<file path="config.mk">
export PLATFORM = sky130hd
export DESIGN_NAME = load_store_unit
export DESIGN_NICKNAME = d
export VERILOG_FILES = /design/src/rtl/load_store_unit.sv
export SDC_FILE = /design/constraint.sdc
export NUM_CORES = 1
export LEC_CHECK = 0
export ABC_AREA = 0
export BUFFER_PORTS_ARGS = -buffer_cell sky130_fd_sc_hd__buf_2
export CAP_MARGIN = 5
export CELL_PAD_IN_SITES_DETAIL_PLACEMENT = 0
export CELL_PAD_IN_SITES_GLOBAL_PLACEMENT = 1
export CORE_MARGIN = 2
export CORE_UTILIZATION = 33
export DETAILED_ROUTE_END_ITERATION = 7
export HOLD_SLACK_MARGIN = 0.02
export MAX_ROUTING_LAYER = met4
export PLACE_DENSITY = 0.77
export SYNTH_ARGS = -nofsm -noshare
export SYNTH_HDL_FRONTEND = slang
export SYNTH_SLANG_ARGS = --single-unit
</file>
<file path="constraint.sdc">
create_clock -name CLK -period 2.1 [get_ports CLK]
set_input_delay 0.21 -clock CLK [delete_from_list [all_inputs] [get_ports CLK]]
set_output_delay 0.21 -clock CLK [all_outputs]
set_load 0.02 [all_outputs]
</file>
<file path="src/rtl/load_store_unit.sv">
// Load/store unit between the RISC-V execute stage and a word-addressed data memory.
// Optional macro LSU_MISALIGN_TRAP_EN: misaligned H/HU/SH/W/SW requests are rejected with ERR.
module load_store_unit #(
  parameter int MEM_WORDS = 2001
) (
  input  logic        CLK,
  input  logic        RST,
  input  logic        REQ_VALID,
  output logic        REQ_READY,
  input  logic        REQ_WE,
  input  logic [2:0]  REQ_FUNCT3,
  input  logic [31:0] REQ_ADDR,
  input  logic [31:0] REQ_WDATA,
  output logic        DONE,
  output logic        ERR,
  output logic [31:0] RDATA,
  output logic        MEM_EN,
  output logic        MEM_RW,
  output logic [31:0] MEM_ADDr,
  output logic [31:0] MEM_Din,
  input  logic [31:0] MEM_Dout,
  output logic [2:0]  dbg_state
);

  // Handshake: a request transfers on a rising edge where REQ_VALID && REQ_READY;
  // REQ_READY is high only in IDLE and DONE/ERR/RDATA answer it as a one-cycle pulse.
  typedef enum logic [2:0] {
    IDLE   = 3'd0,
    LOAD   = 3'd1,
    STORE  = 3'd2,
    RMW_RD = 3'd3,
    RMW_WR = 3'd4
  } state_t;

  localparam logic [31:0] MEM_WORDS_U = MEM_WORDS;

  state_t      state, state_nxt;
  logic [2:0]  f3_r;
  logic [1:0]  lane_r;
  logic [31:0] wdata_r;
  logic [31:0] rmw_word;
  logic [31:0] merged;
  logic [31:0] load_val;
  logic [7:0]  byte_v;
  logic [15:0] half_v;
  logic        accept;
  logic        illegal;

  assign accept    = REQ_VALID && REQ_READY;
  assign dbg_state = state;

  always_comb begin
    illegal = 1'b0;
    if ({2'b00, REQ_ADDR[31:2]} >= MEM_WORDS_U) illegal = 1'b1;
    if (!REQ_WE && (REQ_FUNCT3 inside {3'b011, 3'b110, 3'b111})) illegal = 1'b1;
    if (REQ_WE && !(REQ_FUNCT3 inside {3'b000, 3'b001, 3'b010})) illegal = 1'b1;
`ifdef LSU_MISALIGN_TRAP_EN
    if ((REQ_FUNCT3[1:0] == 2'b01) && REQ_ADDR[0]) illegal = 1'b1;
    if ((REQ_FUNCT3 == 3'b010) && (REQ_ADDR[1:0] != 2'b00)) illegal = 1'b1;
`endif
  end

  always_ff @(posedge CLK) begin
    if (RST) state <= IDLE;
    else     state <= state_nxt;
  end

  always_comb begin
    state_nxt = state;
    case (state)
      IDLE: begin
        if (accept && !illegal) begin
          if (!REQ_WE)                   state_nxt = LOAD;
          else if (REQ_FUNCT3 == 3'b010) state_nxt = STORE;
          else                           state_nxt = RMW_RD;
        end
      end
      LOAD:    state_nxt = IDLE;
      STORE:   state_nxt = IDLE;
      RMW_RD:  state_nxt = RMW_WR;
      RMW_WR:  state_nxt = IDLE;
      default: state_nxt = IDLE;
    endcase
  end

  // Lane extraction: byte lane from addr[1:0], halfword lane from addr[1] only.
  always_comb begin
    byte_v = MEM_Dout[{lane_r, 3'b000} +: 8];
    half_v = MEM_Dout[{lane_r[1], 4'b0000} +: 16];
    case (f3_r)
      3'b000:  load_val = {{24{byte_v[7]}}, byte_v};
      3'b001:  load_val = {{16{half_v[15]}}, half_v};
      3'b100:  load_val = {24'h0, byte_v};
      3'b101:  load_val = {16'h0, half_v};
      default: load_val = MEM_Dout;
    endcase
  end

  always_comb begin
    merged = rmw_word;
    if (f3_r[0] == 1'b0) merged[{lane_r, 3'b000} +: 8]     = wdata_r[7:0];
    else                 merged[{lane_r[1], 4'b0000} +: 16] = wdata_r[15:0];
  end

  always_comb begin
    REQ_READY = (state == IDLE);
    MEM_EN    = 1'b0;
    MEM_RW    = 1'b0;
    MEM_Din   = 32'h0;
    case (state)
      LOAD:   MEM_EN = 1'b1;
      STORE:  begin MEM_EN = 1'b1; MEM_RW = 1'b1; MEM_Din = wdata_r; end
      RMW_RD: MEM_EN = 1'b1;
      RMW_WR: begin MEM_EN = 1'b1; MEM_RW = 1'b1; MEM_Din = merged; end
      default: ;
    endcase
    // A reset cycle must never commit a write, even mid read-modify-write.
    if (RST) MEM_EN = 1'b0;
  end

  always_ff @(posedge CLK) begin
    if (RST) begin
      DONE     <= 1'b0;
      ERR      <= 1'b0;
      RDATA    <= 32'h0;
      MEM_ADDr <= 32'h0;
      f3_r     <= 3'b000;
      lane_r   <= 2'b00;
      wdata_r  <= 32'h0;
      rmw_word <= 32'h0;
    end else begin
      DONE <= 1'b0;
      ERR  <= 1'b0;
      if (accept) begin
        if (illegal) begin
          DONE <= 1'b1;
          ERR  <= 1'b1;
        end else begin
          f3_r     <= REQ_FUNCT3;
          lane_r   <= REQ_ADDR[1:0];
          wdata_r  <= REQ_WDATA;
          MEM_ADDr <= {REQ_ADDR[31:2], 2'b00};
        end
      end
      case (state)
        LOAD: begin
          RDATA <= load_val;
          DONE  <= 1'b1;
        end
        STORE:   DONE <= 1'b1;
        RMW_RD:  rmw_word <= MEM_Dout;
        RMW_WR:  DONE <= 1'b1;
        default: ;
      endcase
    end
  end

endmodule

</file>
Word-level counts from Yosys, hierarchy flattened
Index checks and enable logic that the tools add are counted.
{"block": "classes", "addsub": 2, "order_cmp": 1, "eq_ne": 13, "shifts": 6, "n_mux": 18, "n_bitwise": 1, "reduce_logical": 16}
{"cell": "case mux 32 bit (4 select lines)", "count": 1}
{"cell": "bitwise mux 32 bit", "count": 2}
{"cell": "case mux 32 bit (2 select lines)", "count": 1}
{"cell": "2-to-1 mux 32 bit", "count": 1}
{"cell": "variable shift 16 x 7 -> 32 bit (first input constant)", "count": 1}
{"cell": "variable shift 8 x 7 -> 32 bit (first input constant)", "count": 1}
{"cell": "variable part select 16 x 7 -> 32 bit", "count": 1}
{"cell": "variable part select 32 x 6 -> 16 bit", "count": 1}
{"cell": "variable part select 32 x 6 -> 8 bit", "count": 1}
{"cell": "variable part select 8 x 7 -> 32 bit", "count": 1}
{"cell": "greater-or-equal comparator 30 x 11 -> 1 bit (second input constant)", "count": 1}
{"cell": "== test 3 bit (second input constant)", "count": 5}
{"cell": "negation 5 -> 7 bit", "count": 2}
{"cell": "== test 3 x 2 -> 1 bit (second input constant)", "count": 4}
{"cell": "2-to-1 mux 1 bit", "count": 10}
{"cell": "== test 3 x 1 -> 1 bit (second input constant)", "count": 3}
{"cell": "logical NOT 3 bit", "count": 3}
{"cell": "case mux 3 bit (2 select lines)", "count": 1}
{"cell": "nonzero test 3 bit", "count": 2}
{"cell": "logical AND 1 bit", "count": 4}
{"cell": "OR reduction 4 bit", "count": 1}
{"cell": "logical NOT 1 bit", "count": 3}
{"cell": "2-to-1 mux 3 bit", "count": 1}
{"cell": "OR reduction 3 bit", "count": 1}
{"cell": "5 further kinds", "count": 5}
{"block": "totals", "reg_bits": 136, "in_bits": 103, "out_inout_bits": 104, "elab_cells": 66}

Logic depth before layout (Yosys ltp)
{"block": "logic_depth", "ltp_word": 9, "ltp_mapped": 8, "depth_no_buf": 6}

Least setup slack after synthesis
OpenSTA, ideal clock, no wires.
{"block": "synth_path", "kind": "register to output", "start": "register lane_r[1]", "end": "output MEM_Din[16]", "arrival_time_ns": 2.135, "required_ns": 1.890, "slack_ns": -0.245, "stages_incl_launch_ff": 8, "path_buffers": 1, "path_cell_list": "dfxtp_1 clkbuf_1 inv_1 ha_1 nand4bb_1 o21ai_1 a22oi_1 o21ai_0"}
{"block": "synth_via", "elab_chain_cells": 5, "elab_cells_between_ends": 10, "cone_classes": "add/sub (2); shift (4); mux (4)"}
{"element": "start, declared", "line": "39", "rtl": "logic [1:0] lane_r;"}
{"element": "start signal, assigned", "line": "140", "rtl": "lane_r <= REQ_ADDR[1:0];"}
{"element": "negation 5 -> 7 bit (on tied branches)", "line": "102, 101"}
{"element": "variable part select 16 x 7 -> 32 bit, or another cell as far along", "line": "102", "rtl": "else merged[{lane_r[1], 4'b0000} +: 16] = wdata_r[15:0];"}
{"element": "bitwise mux 32 bit (on tied branches)", "line": "102, 101"}
{"element": "2-to-1 mux 32 bit *", "line": "101", "rtl": "if (f3_r[0] == 1'b0) merged[{lane_r, 3'b000} +: 8] = wdata_r[7:0];"}
{"element": "case mux 32 bit (2 select lines) *", "line": "110", "rtl": "case (state)"}
{"element": "end, declared", "line": "20", "rtl": "output logic [31:0] MEM_Din,"}
Mark *: on every way between the ends. The rest lies on a longest branch, timed or not.

Worst setup path after layout
{"block": "layout_path", "start": "register lane_r[0]", "end": "output MEM_Din[12]"}
{"block": "layout_via", "elab_chain_cells": 5, "elab_cells_between_ends": 6, "cone_classes": "add/sub (1); shift (2); mux (3)"}
{"element": "negation 5 -> 7 bit *", "line": "101"}
{"element": "variable part select 8 x 7 -> 32 bit or variable shift 8 x 7 -> 32 bit (tied branches)", "line": "101"}
{"element": "bitwise mux 32 bit *", "line": "101"}
{"element": "2-to-1 mux 32 bit *", "line": "101"}
{"element": "case mux 32 bit (2 select lines) *", "line": "110"}
Marks and branches as above.

==> flow_summary.yaml <==
clock_tree:
  cts_tree: "built"
  ctsHoldBuffers: 0
  root_buffer: "clkbuf_16"
  cts_buffers: 17
  clk_path_buf_depth: 2
  cts_sinks: 136
  htreeDepth: 4
  clk_pin_slew_ns: 0.06
  clk_latency_ns: 0.43
critical_path:
  reg2reg_slack_ns: 0.16
  crit_arrival_ns: 2.16
  critPathTopFamily: "compound AO/OA/AOI/OAI gates"
  path_common_cell: "buf_4"
  path_max_fanout: 10
  rr_startpoint: "dbg_state[2]"
  crit_path_max_incr_delay_ns: 0.35
  critPathCaptureType: "primary output"
  slowest_stage: "a21oi_1"
  start_kind: "flip-flop"
  reg2regPathDepth: 5
  cp.required_ns: 1.89
  critical_path_buf_inv_count: 3
  path_cells: "buf_6 -> ha_1 -> a21oi_1 -> buf_4 -> a22oi_1 -> o2bb2ai_1 -> buf_4"
  r2r_end: "f3_r[0]"
  critPathKind: "reg2out"
route:
  drtAntennaViolNets: 0
  drtPass1Iterations: 5
  drt_iter0_markers: 432
  wl_um: 24400
  viasPerCell: 5.46
  drc: 0
  wl_per_cell_um: 19.3
  via_count: 6882
hold_path:
  hold_depth: 3
  min_to: "wdata_r[23]"
  min_path_type: "in2reg"
  holdCritStartpoint: "REQ_WDATA[23]"
layout:
  synthToLayoutAreaGrowth_pct: 39.3
  fill_cells: 1993
  regArea_sq_um: 2730
  final_core_util_pct: 46.5
  multi_input_area_sq_um: 3590
  nets: 1087
  layout-drive-gt1-share_pct: 35.6
floorplanning:
  rows: 51
  die_h_um: 144
  coreArea_sq_um: 19400
  die_w_um: 144
  ioPinCount: 207
  start_util_pct: 33.4
  die_area_sq_um: 20800
timing:
  hold_violations: 0
  slew_viol_final: 0
  max_freq_mhz: 422
  setup_viol: 32
  period_share_pct: 113
  fin_worst_skew_ns: 0.00396
  relSlewSlack_pct: 66.6
  worstMarginPinSlew_ns: 0.501
  fin_ws_ns: -0.271
  whs_ns: 0.0361
  rsz0062_at_grt: "yes"
  fin_crit_ns: 2.37
placed_design:
  dp_hpwl_um: 17500
  port-buffer-count: 204
  gp_routability_congestion: 0.900
synth:
  yosys_register_bits: 136
  synthFlopType: "dfxtp_1"
  yosys-top-cells-area: "dfxtp_1 (42%), a21oi_1 (7.2%), nand2_1 (7.1%)"
  synth_top_area_cell: "dfxtp_1"
  synthArstFlopShare_pct: 0
  ys_types: 60
  yosysWarnings: 0
  synth.avg_cell_area_sq_um: 8.31
  netlist_area_sq_um: 6480
  ys_seq_area_share_pct: 42.0
  synth_edf_count: 0
  synth_cells: 780
  synth_top_area_share_pct: 42.0
grt:
  grt-ovfl-total: 0
  grt_antenna_before_repair: 4
  grt_pass1_wl_um: 37100
  grt.total_usage_pct: 24.1
  grt_pass1_vias: 6499
  grt_max_degree: 50
power_and_ir_drop:
  vdd.ir_drop.worst_mv: 0.527
  pwr_density_cell_nw_per_um2: 657
  leakagePower_uw: 0.00338
status:
  violations: "negative setup slack"
  status: "finished, violations left"
job:
  maxCapViolCount: 0
## cell usage after synthesis (8+ instances only)
library cell and n:
a211oi_1 18, a22o_1 16, nor2_1 35, o31ai_1 49
a31oi_1 8, nand4_1 49, a22oi_1 16, o21ai_0 18
a21oi_1 93, a221oi_1 15, clkbuf_1 63, mux2i_1 9
nor3_1 15, dfxtp_1 136, and2_1 19, o2bb2ai_1 8
nand2_1 122
## where the power goes
| group | total [uW] | switching [uW] | internal (uW) |
|---|---|---|---|
| Clock | 3100 | 1230 | 1870 |
| Sequential | 2580 | 1.03 | 2580 |
| Combinational | 252 | 153 | 98.9 |
## state kept, by name, indices dropped and copies added, names as in the netlist, 2 cells and up
signal     count
lane_r         2
f3_r           3
RDATA         32
wdata_r       32
MEM_ADDr      30
dbg_state      3
rmw_word      32
## metrics by stage
stage / cells / total power (uW) / area [sq um] / TNS (ns) / setup WS [ns]
2_1_floorplan: 781 / 2720 / 6490 / 0 / 0.0202
3_3_place_gp: 1219 / 2890 / 7970 / -0.00750 / -0.00750
3_5_place_dp: 1219 / 2890 / 7970 / -0.114 / -0.0282
4_1_cts: 1255 / 5970 / 8940 / -5.98 / -0.281
5_1_grt: 1261 / 6110 / 9030 / -9.31 / -0.371
6_report: 1261 / 5930 / 9030 / -6.22 / -0.271
## layout make-up
type,count,area share (%)
Multi-Input combinational cell,559,39.8
Sequential cell,136,30.2
Timing Repair Buffer,259,19.2
Clock buffer,17,4.71
Tap cell,265,3.67
Clock inverter,15,1.97
Inverter,6,0.277
Antenna cell,4,0.111
## layer usage
layer  share of wire, %  global-route usage, %  vias to the layer above
met5                  0                      -                        -
met1                 45                   31.5                     3259
li1                   -                      -                     3313
met2                 47                   37.6                      285
met4                1.4                   7.15                        0
met3                7.0                   5.17                       25
## tightest hold or removal path, stage by stage
cell and delay, ns:
buf_2 0.09, nand4_1 0.06, a21oi_1 0.06
## timing repair
action / in CTS / in global routing
endpoints found under the setup margin: 33 / 51
gates resized for setup: 90 / 12
gates cloned: 1 / 0
pin swaps: 27 / 14
setup buffers: 3 / 2
## logic make-up after synthesis
group | share of synthesized area (%)
muxes | 2.95
and+or+nand+nor | 20.9
DFF | 42.0
adders and majority gates | 0.965
other | 0.0578
buffers and inverters | 5.81
AOI/OAI and AO/OA | 27.2
xor gates and xnor gates | 0.135
## how the worst max path moves through the flow
stage                         start     endpoint  slack, ns  cells after the start
after global placement    lane_r[1]  MEM_Din[16]     -0.008                      8
after floorplan           lane_r[1]  MEM_Din[25]       0.02                      8
final                     lane_r[0]  MEM_Din[12]      -0.27                      7
after CTS                 lane_r[1]  MEM_Din[25]      -0.28                      8
after detailed placement  lane_r[1]  MEM_Din[17]      -0.03                      8
after global routing      lane_r[1]  MEM_Din[26]      -0.37                      8
## cell usage in the layout, fill, tap and decap left out, types with 3 or more instances in the layout
cell / n
buf_12: 8
a221oi_2: 4
o221a_2: 6
clkinvlp_4: 5
o2bb2ai_1: 3
clkbuf_16: 17
a211oi_1: 18
nor2_1: 34
clkinv_4: 3
a22oi_1: 3
a22o_1: 16
clkinv_2: 3
diode_2: 4
o21ai_1: 8
nor2b_1: 3
dfxtp_1: 133
and2_1: 19
buf_4: 54
a22oi_2: 13
a221oi_1: 11
a21oi_2: 3
a31oi_1: 8
or3_1: 3
mux2i_1: 9
buf_2: 171
a21oi_1: 91
nor4_1: 5
nand4_1: 49
o31ai_1: 49
nand2_1: 121
ha_1: 3
bufinv_16: 3
inv_1: 4
buf_6: 25
nor3_1: 15
mux2_2: 7
o21ai_0: 10
o2bb2ai_2: 5
Power figures use the tool's default switching activity.
